### src/rtl/kanagawa_show_ahead_fifo_drain.sv
// rtl/kanagawa_show_ahead_fifo_drain.sv - show-ahead FIFO read side to registered valid/ready stream via 2-entry skid buffer; optional stall counter under KANAGAWA_FIFO_DRAIN_STATS_EN
module kanagawa_show_ahead_fifo_drain #(
   parameter int WIDTH     = 32,
   parameter int CNT_WIDTH = 16
) (
   input  logic                 i_clock,
   input  logic                 i_rst_n,
   input  logic                 i_fifo_empty,
   input  logic [WIDTH-1:0]     i_fifo_q,
   output logic                 o_fifo_rdreq,
   output logic                 o_out_valid,
   output logic [WIDTH-1:0]     o_out_data,
   input  logic                 i_out_ready,
   output logic [1:0]           o_occupancy,
   output logic [CNT_WIDTH-1:0] o_stall_count
);

   typedef enum logic [1:0] {
      OCC_EMPTY = 2'd0,
      OCC_ONE   = 2'd1,
      OCC_TWO   = 2'd2
   } occ_t;

   occ_t             r_occ;
   logic [WIDTH-1:0] r_head;
   logic [WIDTH-1:0] r_skid;
   logic             w_push;
   logic             w_pop;

   // Pop the FIFO whenever there is room; out_ready is deliberately not involved,
   // which is what the second (skid) entry buys us.
   assign w_push       = i_rst_n & ~i_fifo_empty & (r_occ != OCC_TWO);
   assign w_pop        = (r_occ != OCC_EMPTY) & i_out_ready;
   assign o_fifo_rdreq = w_push;
   assign o_out_valid  = (r_occ != OCC_EMPTY);
   assign o_out_data   = r_head;
   assign o_occupancy  = r_occ;

   // Occupancy FSM: head is always the oldest entry, skid only fills when head stalls
   always_ff @(posedge i_clock or negedge i_rst_n) begin
      if (!i_rst_n) begin
         r_occ  <= OCC_EMPTY;
         r_head <= '0;
         r_skid <= '0;
      end else begin
         case (r_occ)
            OCC_EMPTY: begin
               if (w_push) begin
                  r_head <= i_fifo_q;
                  r_occ  <= OCC_ONE;
               end
            end
            OCC_ONE: begin
               if (w_push && w_pop) begin
                  r_head <= i_fifo_q;
               end else if (w_push) begin
                  r_skid <= i_fifo_q;
                  r_occ  <= OCC_TWO;
               end else if (w_pop) begin
                  r_occ  <= OCC_EMPTY;
               end
            end
            OCC_TWO: begin
               if (w_pop) begin
                  r_head <= r_skid;
                  r_occ  <= OCC_ONE;
               end
            end
            default: begin
               r_occ <= OCC_EMPTY;
            end
         endcase
      end
   end

`ifdef KANAGAWA_FIFO_DRAIN_STATS_EN
   logic [CNT_WIDTH-1:0] r_stall_count;

   // Count back-pressure cycles, saturating instead of wrapping
   always_ff @(posedge i_clock or negedge i_rst_n) begin
      if (!i_rst_n) begin
         r_stall_count <= '0;
      end else if (o_out_valid && !i_out_ready && (r_stall_count != {CNT_WIDTH{1'b1}})) begin
         r_stall_count <= r_stall_count + 1'b1;
      end
   end

   assign o_stall_count = r_stall_count;
`else
   assign o_stall_count = '0;
`endif

endmodule

### config.mk
export PLATFORM = sky130hd
export DESIGN_NAME = kanagawa_show_ahead_fifo_drain
export DESIGN_NICKNAME = d
export VERILOG_FILES = /design/src/rtl/kanagawa_show_ahead_fifo_drain.sv
export SDC_FILE = /design/constraint.sdc
export NUM_CORES = 1
export LEC_CHECK = 0
export ABC_AREA = 1
export BUFFER_PORTS_ARGS = -buffer_cell sky130_fd_sc_hd__buf_2
export CAP_MARGIN = 40
export CORE_MARGIN = 1
export CORE_UTILIZATION = 35
export DETAILED_ROUTE_END_ITERATION = 6
export HOLD_SLACK_MARGIN = 0.06
export MAX_ROUTING_LAYER = met4
export SLEW_MARGIN = 15
export SYNTH_ARGS = -nofsm -noshare
export SYNTH_HDL_FRONTEND = slang
export SYNTH_SLANG_ARGS = --single-unit
### constraint.sdc
create_clock -name i_clock -period 1.7 [get_ports i_clock]
set_input_delay 0.085 -clock i_clock [delete_from_list [all_inputs] [get_ports i_clock]]
set_output_delay 0.085 -clock i_clock [all_outputs]
set_load 0.1 [all_outputs]
=== Word-level counts from Yosys, hierarchy flattened ===
Cells that the tools add are included.
W data, S select, Z words.

* Register bits: 66
* Word-level logic and storage cells: 33
* Input port bits: 36

* Reduce and logical (&&, ||, !) cells: 7
* Bitwise logic cells: 5
* Multiplexer cells: 10
* Equality and inequality tests: 8

{| class="wikitable"
|+ Operators by type and width
! operator !! count
|-
| $mux W32 || 3
|-
| $pmux W32 S3 || 1
|-
| $mux W2 || 5
|-
| $ne A2 B2 Y1 const B || 5
|-
| $reduce_and A4 Y1 || 2
|-
| $pmux W2 S3 || 1
|-
| $and A1 B1 Y1 || 3
|-
| $ne A3 B3 Y1 const B || 1
|-
| $reduce_and A3 Y1 || 1
|-
| $reduce_bool A3 Y1 || 1
|-
| $eq A2 B1 Y1 const B || 1
|-
| $eq A2 B2 Y1 const B || 1
|-
| $logic_not A2 Y1 || 1
|-
| $not A1 Y1 || 2
|-
| $reduce_bool A2 Y1 || 1
|-
| $logic_and A1 B1 Y1 || 1
|}

=== Longest topological paths before layout ===
Gate-level depths: netlist of the first run.

* Depth after elaboration: 6
* Gate-level depth with buffers: 8
* Gate-level depth less buffers: 6

=== Least setup slack after synthesis of the first run ===
Ideal clock, no wire load.

* Kind: register to output
* Start point: register r_occ[0] (netlist: o_occupancy[0])
* End point: output o_fifo_rdreq
* Required time: 1.615 ns
* Path slack: -1.303 ns
* Arrival time: 2.918 ns
* Buffers on the path: 1
* Stages on the path, launching flop included: 4
* Path through: dfrtp_1 > inv_2 > buf_1 > a21oi_1

* Word-level cells in the longest chain between the ends: 2

{| class="wikitable"
|+ RTL lines
! element !! line !! source
|-
| start, declared || 24 || <nowiki>occ_t r_occ;</nowiki>
|-
| start signal, assigned || 42 || <nowiki>r_occ <= OCC_EMPTY;</nowiki>
|-
| start signal, assigned || 50 || <nowiki>r_occ <= OCC_ONE;</nowiki>
|-
| start signal, assigned || 58 || <nowiki>r_occ <= OCC_TWO;</nowiki>
|-
| $ne A2 B2 Y1 || 32 || <nowiki>assign w_push = i_rst_n & ~i_fifo_empty & (r_occ != OCC_TWO);</nowiki>
|-
| $and A1 B1 Y1 || 32 ||
|-
| end, declared || 10 || <nowiki>output logic o_fifo_rdreq,</nowiki>
|}

Every way passes these cells.

=== Final worst setup path of the first run ===
* Start point: register r_occ[1] (netlist: o_occupancy[1])
* End point: output o_out_valid

* Word-level cells in the longest chain between the ends: 1

{| class="wikitable"
|+ RTL lines
! element !! line !! source
|-
| $reduce_bool A2 Y1 || 35 || <nowiki>assign o_out_valid = (r_occ != OCC_EMPTY);</nowiki>
|-
| end, declared || 11 || <nowiki>output logic o_out_valid,</nowiki>
|}

Every way passes these cells.

==> qor.csv, run 1 <==
stage;metric;value;unit
synthesis;synth-main-ff-cell;dfrtp_1;
finish;utilization;0.478;
routing;vias_per_cell;4.69;
floorplan;initial_utilization;0.366;
routing;drc;0;
sta;hold_viol;0;
clocking;clk_latency;0.34;ns
synthesis;async_flop_share;1.00;
critical_path;path_max_fanout;20;
routing;num_vias;2983;
hold_path;hold_path_class;in -> reg;
hold_path;min_path_cells;6;
clocking;clk_pin_slew;0.07;ns
hold_path;min_to;o_occupancy[0];
critical_path;crit_buf_inv;2;
finish;area_growth;30.5;%
global_routing;grt_pass1_wl;14.2;mm
floorplan;core_area;8850;um2
clocking;max-clock-path-buffers;2;
synthesis;postSynthCellCount;419;
critical_path;crit_type;reg -> out;
floorplan;io_pins;88;
pwr;irDropWorstVdd;0.000633;V
sta;layout_setup_ws;0.0470;ns
placed_design;place_area;3730;um2
sta;fin_crit_sh;0.972;
synthesis;seq_area_frac_synth;0.509;
global_routing;grt_pass1_vias;3025;
synthesis;synth_common_cells;197 x nand2_1, 97 x nand3_1, 66 x dfrtp_1;
routing;wirelength;8.35;mm
critical_path;critPathTopFamily;flip-flops;
critical_path;path_cells;inv_4 -> nand2_8 -> buf_2;
clocking;tritoncts;built;
finish;fin_nets;561;
clocking;cts_root_buf;clkbuf_8;
global_routing;grtUsageTotal;0.192;
critical_path;arrival;1.57;ns
critical_path;crit_slowest_cell;dfrtp_4;
routing;drtIter0Drc;176;
sta;skew;0.00725;ns
floorplan;dieArea;9650;um2
hold_path;hp-start;i_fifo_empty;
finish;antenna_cells;0;
synthesis;yosysTopAreaCell;dfrtp_1;
clocking;h-tree-depth;3;
routing;drt_first_pass_iters;7;
routing;postRouteAntennaNets;0;
placed_design;io_buffers;71;
synthesis;synthDistinctLibCells;17;
sta;slew_violations;0;
global_routing;grt_max_degree;35;
routing;routedWlPerCell;13.1;um
floorplan;die_w;98.2;um
synthesis;synth_top_cell_area_share;0.509;
sta;max_freq;605;MHz
synthesis;ys_ff_latch;66;
placed_design;dp_slack;0.260;ns
sta;setup_viol;0;
floorplan;rows;34;
critical_path;cpPeakStageDelay;0.61;ns
critical_path;r2r_end;o_out_data[14];
critical_path;startpoint_type;flop;
sta;layout_min_cycle_time;1.65;ns
synthesis;synth_most_common_cell;nand2_1;
synthesis;yosys_warnings;0;
placed_design;place.gp.congestion;0.837;
global_routing;antenna_found_initial;0;
critical_path;reg2reg_slack;0.23;ns
critical_path;cp-end-kind;output port;
synthesis;synth_area_per_cell;7.74;um2
floorplan;die_h;98.2;um
clocking;clock-sinks;66;
pwr;powerDensity;1490;nW/um2
critical_path;required;1.62;ns
synthesis;synthTopCellsByArea;dfrtp_1 51%, nand2_1 23%, nand3_1 15%, buf_4 4.4%, buf_2 3.2%;
clocking;numCtsBuffers;9;
global_routing;grt-ovfl-total;0;
placed_design;dp.final_hpwl;5.56;mm
synthesis;synth_area;3240;um2
pwr;p_leak;2.37;nW
flow_run;cap_violations;0;
critical_path;rr_worst_depth;7;
critical_path;r2r-start;o_occupancy[1];
critical_path;crit_start;o_occupancy[1];
outcome;status;finished, final reports clean;
finish;design_area;4230;um2
sta;rsz0062_at_grt;no;
pwr;power;6.29;mW
finish;drive_gt1_frac;0.218;
synthesis;synth_edf_count;0;
==> worst min-delay path, stage by stage <==
cell     delay [ns]
buf_2          0.07
inv_1          0.03
nand2_1        0.11
buf_4          0.17
nand3_1        0.08
nand2_1        0.06
==> cells by family after synthesis <==
kind of cell    after synthesis  synth area share
compound gates                3           0.00579
simple gates                300             0.394
buf+inv                      49            0.0899
other cells                   1           0.00116
flops                        66             0.509
==> power by group <==
group	internal (mW)	switching, mW	total (mW)
clock	0.548	0.578	1.13
combinational	0.522	2.37	2.89
sequential	2.03	0.247	2.28
==> state kept, by name (all words and copies together) (netlist names) <==
signal / count
o_occupancy: 2
r_skid: 32
o_out_data: 32
==> layout by cell type (no fill, tap or decap), types with 2 or more instances in the layout <==
master         netlist  final
nand2_1            197    197
dfrtp_4              0      2
inv_1                3      3
buf_4               19     19
nand3_1             97     97
buf_2               21     69
nor2_4               2      2
dfrtp_1             66     64
a21oi_4              0      2
clkbuf_8             0     10
buf_12               0      2
nand2_2              3      2
dlygate4sd3_1        0     34
clkinv_2             0      2
conb_1               1     16
==> worst max-delay path by stage <==
stage / slack [ns] / cells past startpoint / endpoint
floorplan: -0.01 / 3 / o_fifo_rdreq
global placement: 0.28 / 6 / o_out_data[24]
detailed placement: 0.26 / 5 / r_skid[16]
CTS: 0.05 / 3 / o_out_valid
global route: 0.003 / 3 / o_out_valid
finish: 0.05 / 3 / o_out_valid
==> what timing repair did <==
item                                    CTS  global route
hold endpoints to repair                 65             0
buffers inserted                          0             0
hold buffers                             34             0
endpoints found under the setup margin    0             0
resized for setup                         0             0
==> layout make-up <==
| cell class | count | area (um2) |
|---|---|---|
| inverter | 5 | 21.3 |
| clock buffer | 11 | 141 |
| timing repair buffer | 124 | 868 |
| multi-input combinational | 319 | 1390 |
| clock inverter | 3 | 17.5 |
| tap | 108 | 135 |
| sequential | 66 | 1660 |
| fill | 906 | 4620 |
==> routing by layer <==
metal,wire length [um],vias to the layer above,share of wire,track usage
met5,0,-,0,-
met4,72,0,0.0086,0.0528
met3,442,6,0.053,0.0408
met2,3920,97,0.47,0.306
met1,3910,1367,0.47,0.249
li1,-,1513,-,-
==> through the flow <==
stage	instances	TNS, ns	hold WS (ns)
after floorplan	434	-0.0138	-0.211
after global placement	587	0	0.333
after detailed placement	588	0	0.173
after CTS	636	0	0.304
after global routing	636	0	0.348
final	636	0	0.309
Note: power is estimated with default switching activity, not from simulation.
==> inputs of run 2 (changes only) <==
--- a/config.mk
+++ b/config.mk
@@ -9,7 +9,7 @@
 export BUFFER_PORTS_ARGS = -buffer_cell sky130_fd_sc_hd__buf_2
 export CAP_MARGIN = 40
 export CORE_MARGIN = 1
-export CORE_UTILIZATION = 35
+export CORE_UTILIZATION = 31
 export DETAILED_ROUTE_END_ITERATION = 6
 export HOLD_SLACK_MARGIN = 0.06
 export MAX_ROUTING_LAYER = met4
==> run 2 against run 1 <==
Sequential share of layout area decreased by 1.1 points. Die area up 13%. Setup slack improved by 0.089 ns. Largest cell class unchanged. Register-to-register slack worse by 0.05 ns. Power is 7.0% higher.
==> qor.csv, run 2 (same netlist as run 1, synthesis figures left out) <==
stage;metric;value;unit
sta;layout_min_cycle_time;1.56;ns
critical_path;crit_type;reg -> out;
routing;routedWlPerCell;13.3;um
clocking;clock-sinks;66;
placed_design;io_buffers;71;
routing;postRouteAntennaNets;0;
sta;rsz0062_at_grt;no;
finish;fin_nets;561;
pwr;p_int;3.47;mW
critical_path;rr_worst_depth;7;
routing;top_layer;met4;
clocking;max-clock-path-buffers;2;
placed_design;dp_slack;0.202;ns
sta;layout_setup_ws;0.136;ns
hold_path;hold_path_class;in -> async;
sta;fin_crit_sh;0.920;
sta;setup_viol;0;
routing;drc;0;
floorplan;die_w;104;um
global_routing;antenna_found_initial;0;
finish;n_fill_cell;1014;
global_routing;grt_max_degree;60;
sta;max_freq;639;MHz
sta;worstMarginPinSlew;0.512;ns
pwr;p_leak;2.41;nW
sta;slew_violations;0;
finish;design_area;4350;um2
critical_path;path_cells;inv_4 -> nand2_8 -> buf_2;
critical_path;crit_slowest_cell;dfrtp_4;
finish;layout_common_cells;197 x nand2_1, 97 x nand3_1, 69 x buf_2;
routing;num_vias;3045;
floorplan;core_area;9950;um2
routing;wl_met1;3.97;mm
placed_design;place_area;3780;um2
critical_path;cp-end-kind;output port;
critical_path;required;1.62;ns
finish;layout_commonest_cell;nand2_1;
pwr;p_switching;3.27;mW
global_routing;grt_pass1_wl;15.0;mm
routing;drtIter0Drc;133;
clocking;clk_latency;0.34;ns
pwr;irDropWorstVdd;0.000865;V
pwr;clkPwrFrac;0.228;
sta;whs;0.211;ns
floorplan;dieArea;10900;um2
clocking;h-tree-depth;3;
routing;vias_per_cell;4.59;
pwr;p_seq_frac;0.340;
sta;skew;0.00623;ns
sta;relSlewSlack;0.661;
routing;drt_first_pass_iters;4;
critical_path;startpoint_type;flop;
critical_path;r2r_end;o_out_data[1];
pwr;powerDensity;1550;nW/um2
pwr;comb_power_share;0.433;
clocking;clk_pin_slew;0.08;ns
placed_design;dp.final_hpwl;5.78;mm
outcome;status;finished, final reports clean;
finish;area_growth;34.2;%
finish;drive_gt1_frac;0.221;
critical_path;path_max_fanout;13;
pwr;p_sw_frac;0.485;
critical_path;cpPeakStageDelay;0.55;ns
critical_path;arrival;1.48;ns
routing;wl_met3;452;um
clocking;cts_root_buf;clkbuf_8;
critical_path;r2r-start;o_occupancy[0];
clocking;cts_resized;0;
floorplan;die_h;104;um
flow_run;cap_violations;0;
global_routing;grtUsageTotal;0.178;
global_routing;grt-ovfl-total;0;
clocking;numCtsBuffers;9;
routing;wirelength;8.82;mm
routing;wl_met2;4.35;mm
floorplan;rows;36;
critical_path;reg2reg_slack;0.18;ns
clocking;tritoncts;built;
floorplan;io_pins;88;
placed_design;place.gp.congestion;0.866;
floorplan;initial_utilization;0.326;
global_routing;grt_pass1_vias;3062;
sta;hold_viol;0;
finish;antenna_cells;0;
run 2: per-stage QoR:
step / total power [mW] / utilization / instances / setup TNS (ns)
2_1_floorplan: 4.63 / - / 434 / -0.0138
3_3_place_gp: 5.13 / 0.377 / 612 / 0
3_5_place_dp: 5.18 / 0.380 / 613 / 0
4_1_cts: 6.78 / 0.437 / 663 / 0
5_1_grt: 7.07 / 0.437 / 663 / 0
6_report: 6.73 / 0.437 / 663 / 0
run 2: area by class of cell:
| type | instances | area, um2 | area share |
|---|---|---|---|
| multi-input combinational | 319 | 1390 | 0.319 |
| clock buffer | 12 | 155 | 0.0357 |
| tap | 133 | 166 | 0.0382 |
| inverter | 5 | 21.3 | 0.00489 |
| clock inverter | 4 | 73.8 | 0.0170 |
| timing repair buffer | 124 | 888 | 0.204 |
| sequential | 66 | 1660 | 0.381 |
run 2: how the worst max path moves through the flow:
stage,startpoint,to,slack [ns]
2_1_floorplan,o_occupancy[0],o_fifo_rdreq,-0.01
3_3_place_gp,o_occupancy[1],o_out_data[7],0.25
3_5_place_dp,o_occupancy[0],o_out_data[1],0.20
4_1_cts,o_occupancy[1],o_out_valid,0.12
5_1_grt,o_occupancy[0],o_out_data[11],0.01
6_report,o_occupancy[1],o_out_valid,0.14
run 2: layer usage:
layer / GRT usage / vias up
met5: - / -
met4: 0.0571 / 0
met3: 0.0426 / 2
met2: 0.276 / 91
met1: 0.228 / 1433
li1: - / 1519
run 2: repair_timing:
action	in CTS	in global routing
buffers inserted	0	0
hold buffers	34	0
endpoints found under the hold margin	100	0
run 2: critical path: cells and delay by family, from the launching register on:
kind / cells / cell delay (ns)
buffers and inverters: 2 / 0.51
AND/OR/NAND/NOR: 1 / 0.07
flip-flops: 1 / 0.55
run 2: power groups by stage:
stage | combinational [mW] | clock, mW | sequential (mW)
detailed placement | 2.87 | 0 | 2.31
floorplan | 0.859 | 0 | 3.77
global route | 3.09 | 1.64 | 2.34
finish | 2.91 | 1.53 | 2.29
CTS | 2.93 | 1.57 | 2.28
global placement | 2.83 | 0 | 2.30
==> inputs of run 3 (changes only) <==
--- a/config.mk
+++ b/config.mk
@@ -13,6 +13,7 @@
 export DETAILED_ROUTE_END_ITERATION = 6
 export HOLD_SLACK_MARGIN = 0.06
 export MAX_ROUTING_LAYER = met4
+export PLACE_DENSITY = 0.55
 export SLEW_MARGIN = 15
 export SYNTH_ARGS = -nofsm -noshare
 export SYNTH_HDL_FRONTEND = slang
==> run 3 against run 2 <==
Fmax down 3.1%. Sequential power about the same. Clock skew up 0.0034 ns. Clock power down 21%. Routed wire length up 1.8%. Sequential cell count unchanged. Register-to-register slack better by 0.05 ns. Clock-buffer cell count unchanged. First-iteration DRC count up 72%. Setup slack worse by 0.051 ns. Critical endpoint is now o_occupancy[1]. Sequential share of layout area up 0.30 points. Global-route usage up 0.38 points. Largest power group unchanged. Highest routed layer unchanged.
==> qor.csv, run 3 (same netlist as run 1, synthesis figures left out) <==
stage;metric;value;unit
outcome;status;finished, final reports clean;
critical_path;cpPeakStageDelay;0.48;ns
finish;layout_common_cells;197 x nand2_1, 97 x nand3_1, 69 x buf_2;
finish;drive_gt1_frac;0.217;
routing;postRouteAntennaNets;0;
clocking;h-tree-depth;3;
placed_design;place.gp.congestion;0.823;
critical_path;cp-end-kind;output port;
pwr;p_sw_frac;0.501;
routing;routedWlPerCell;13.6;um
finish;utilization;0.434;
floorplan;core_area;9950;um2
sta;slew_violations;0;
sta;layout_min_cycle_time;1.61;ns
global_routing;antenna_found_initial;0;
sta;rsz0062_at_grt;no;
pwr;p_leak;2.39;nW
global_routing;grt_max_degree;49;
pwr;power;6.42;mW
critical_path;crit_buf_inv;2;
pwr;p_switching;3.22;mW
routing;drtIter0Drc;229;
global_routing;grtUsageTotal;0.182;
pwr;powerDensity;1490;nW/um2
sta;fin_crit_sh;0.950;
pwr;irDropWorstVdd;0.000876;V
critical_path;critPathTopFamily;buffers and inverters;
sta;max_freq;619;MHz
floorplan;die_h;104;um
critical_path;arrival;1.53;ns
routing;wirelength;8.98;mm
hold_path;hold_path_class;in -> async;
routing;drt_first_pass_iters;4;
critical_path;path_cells;buf_4 -> buf_2;
pwr;comb_power_share;0.457;
clocking;numCtsBuffers;9;
finish;layout_commonest_cell;nand2_1;
clocking;max-clock-path-buffers;2;
global_routing;grt-ovfl-total;0;
floorplan;initial_utilization;0.326;
clocking;clock-sinks;66;
routing;drc;0;
placed_design;dp.final_hpwl;5.70;mm
critical_path;startpoint_type;flop;
global_routing;grt_pass1_vias;3129;
placed_design;io_buffers;71;
clocking;cts_root_buf;clkbuf_8;
routing;num_vias;3035;
floorplan;io_pins;88;
sta;setup_tns;0;ns
critical_path;required;1.62;ns
pwr;p_seq_frac;0.354;
finish;antenna_cells;0;
clocking;clk_latency;0.34;ns
global_routing;grt_pass1_wl;15.1;mm
clocking;clk_pin_slew;0.07;ns
finish;area_growth;33.2;%
sta;skew;0.00962;ns
critical_path;path_max_fanout;16;
critical_path;crit_type;reg -> out;
floorplan;rows;36;
routing;vias_per_cell;4.61;
finish;fin_nets;559;
clocking;postCtsSetupBuffers;0;
floorplan;dieArea;10900;um2
pwr;p_int;3.20;mW
pwr;clkPwrFrac;0.189;
clocking;tritoncts;built;
flow_run;cap_violations;0;
floorplan;die_w;104;um
sta;hold_viol;0;
finish;n_fill_cell;1040;
critical_path;crit_slowest_cell;dfrtp_4;
sta;setup_viol;0;
## run 3: cell count changes in the layout (fill, tap and decap cells not counted), sizes merged
cell / delta
buf: -2
clkinvlp: +1
clkinv: -1
bufinv: -2
## run 3: per-stage QoR
step / cells / area (um2) / hold WS (ns) / worst slack [ns]
after floorplan: 434 / 3330 / -0.211 / -0.0138
after global placement: 610 / 3760 / 0.333 / 0.286
after detailed placement: 611 / 3790 / 0.103 / 0.246
after CTS: 659 / 4310 / 0.269 / 0.0511
after global routing: 659 / 4320 / 0.288 / 0.0238
final: 659 / 4320 / 0.269 / 0.0856
## run 3: final cells by class
type | instances | area (um2) | area share
multi-input cells | 319 | 1390 | 0.321
clock inverters | 2 | 12.5 | 0.00290
well taps | 133 | 166 | 0.0385
inverters | 5 | 21.3 | 0.00493
repair buffers | 122 | 906 | 0.210
clock buffers | 12 | 165 | 0.0382
flip-flops and latches | 66 | 1660 | 0.384
## run 3: tightest hold or removal path: stages
cell and delay, ns:
dlygate4sd3_1 0.53, buf_4 0.11, buf_4 0.28
## run 3: timing repair
item,in CTS,in global routing
hold buffers,34,0
cloned,0,0
endpoints found under the hold margin,66,0
gates resized for setup,1,1
endpoints found under the setup margin,1,1
## run 3: final timing paths
check                                  to           start  cells past startpoint  slack, ns
max                        o_occupancy[1]  o_occupancy[1]                      2       0.09
min                            r_skid[27]         i_rst_n                      3       0.27
max reg2reg                o_out_data[26]  o_occupancy[0]                      6       0.23
min reg2reg                     r_skid[2]       r_skid[2]                      2       0.47
max in group asynchronous      r_skid[16]         i_rst_n                      4       0.90
min in group i_clock       o_occupancy[0]    i_fifo_empty                      5       0.36
## run 3: power groups by stage
stage               registers [mW]  logic [mW]  clock network (mW)
global placement              2.29        2.84                   0
CTS                           2.27        2.95                1.26
global route                  2.33        3.10                1.34
floorplan                     3.77       0.859                   0
finish                        2.27        2.93                1.21
detailed placement            2.30        2.88                   0
## run 3: per-layer routing
layer / global-route usage / up-vias / share of wire
met5: - / - / 0
met4: 0.0541 / 0 / 0.0086
met3: 0.0445 / 11 / 0.054
met2: 0.293 / 101 / 0.48
met1: 0.225 / 1414 / 0.46
li1: - / 1509 / -
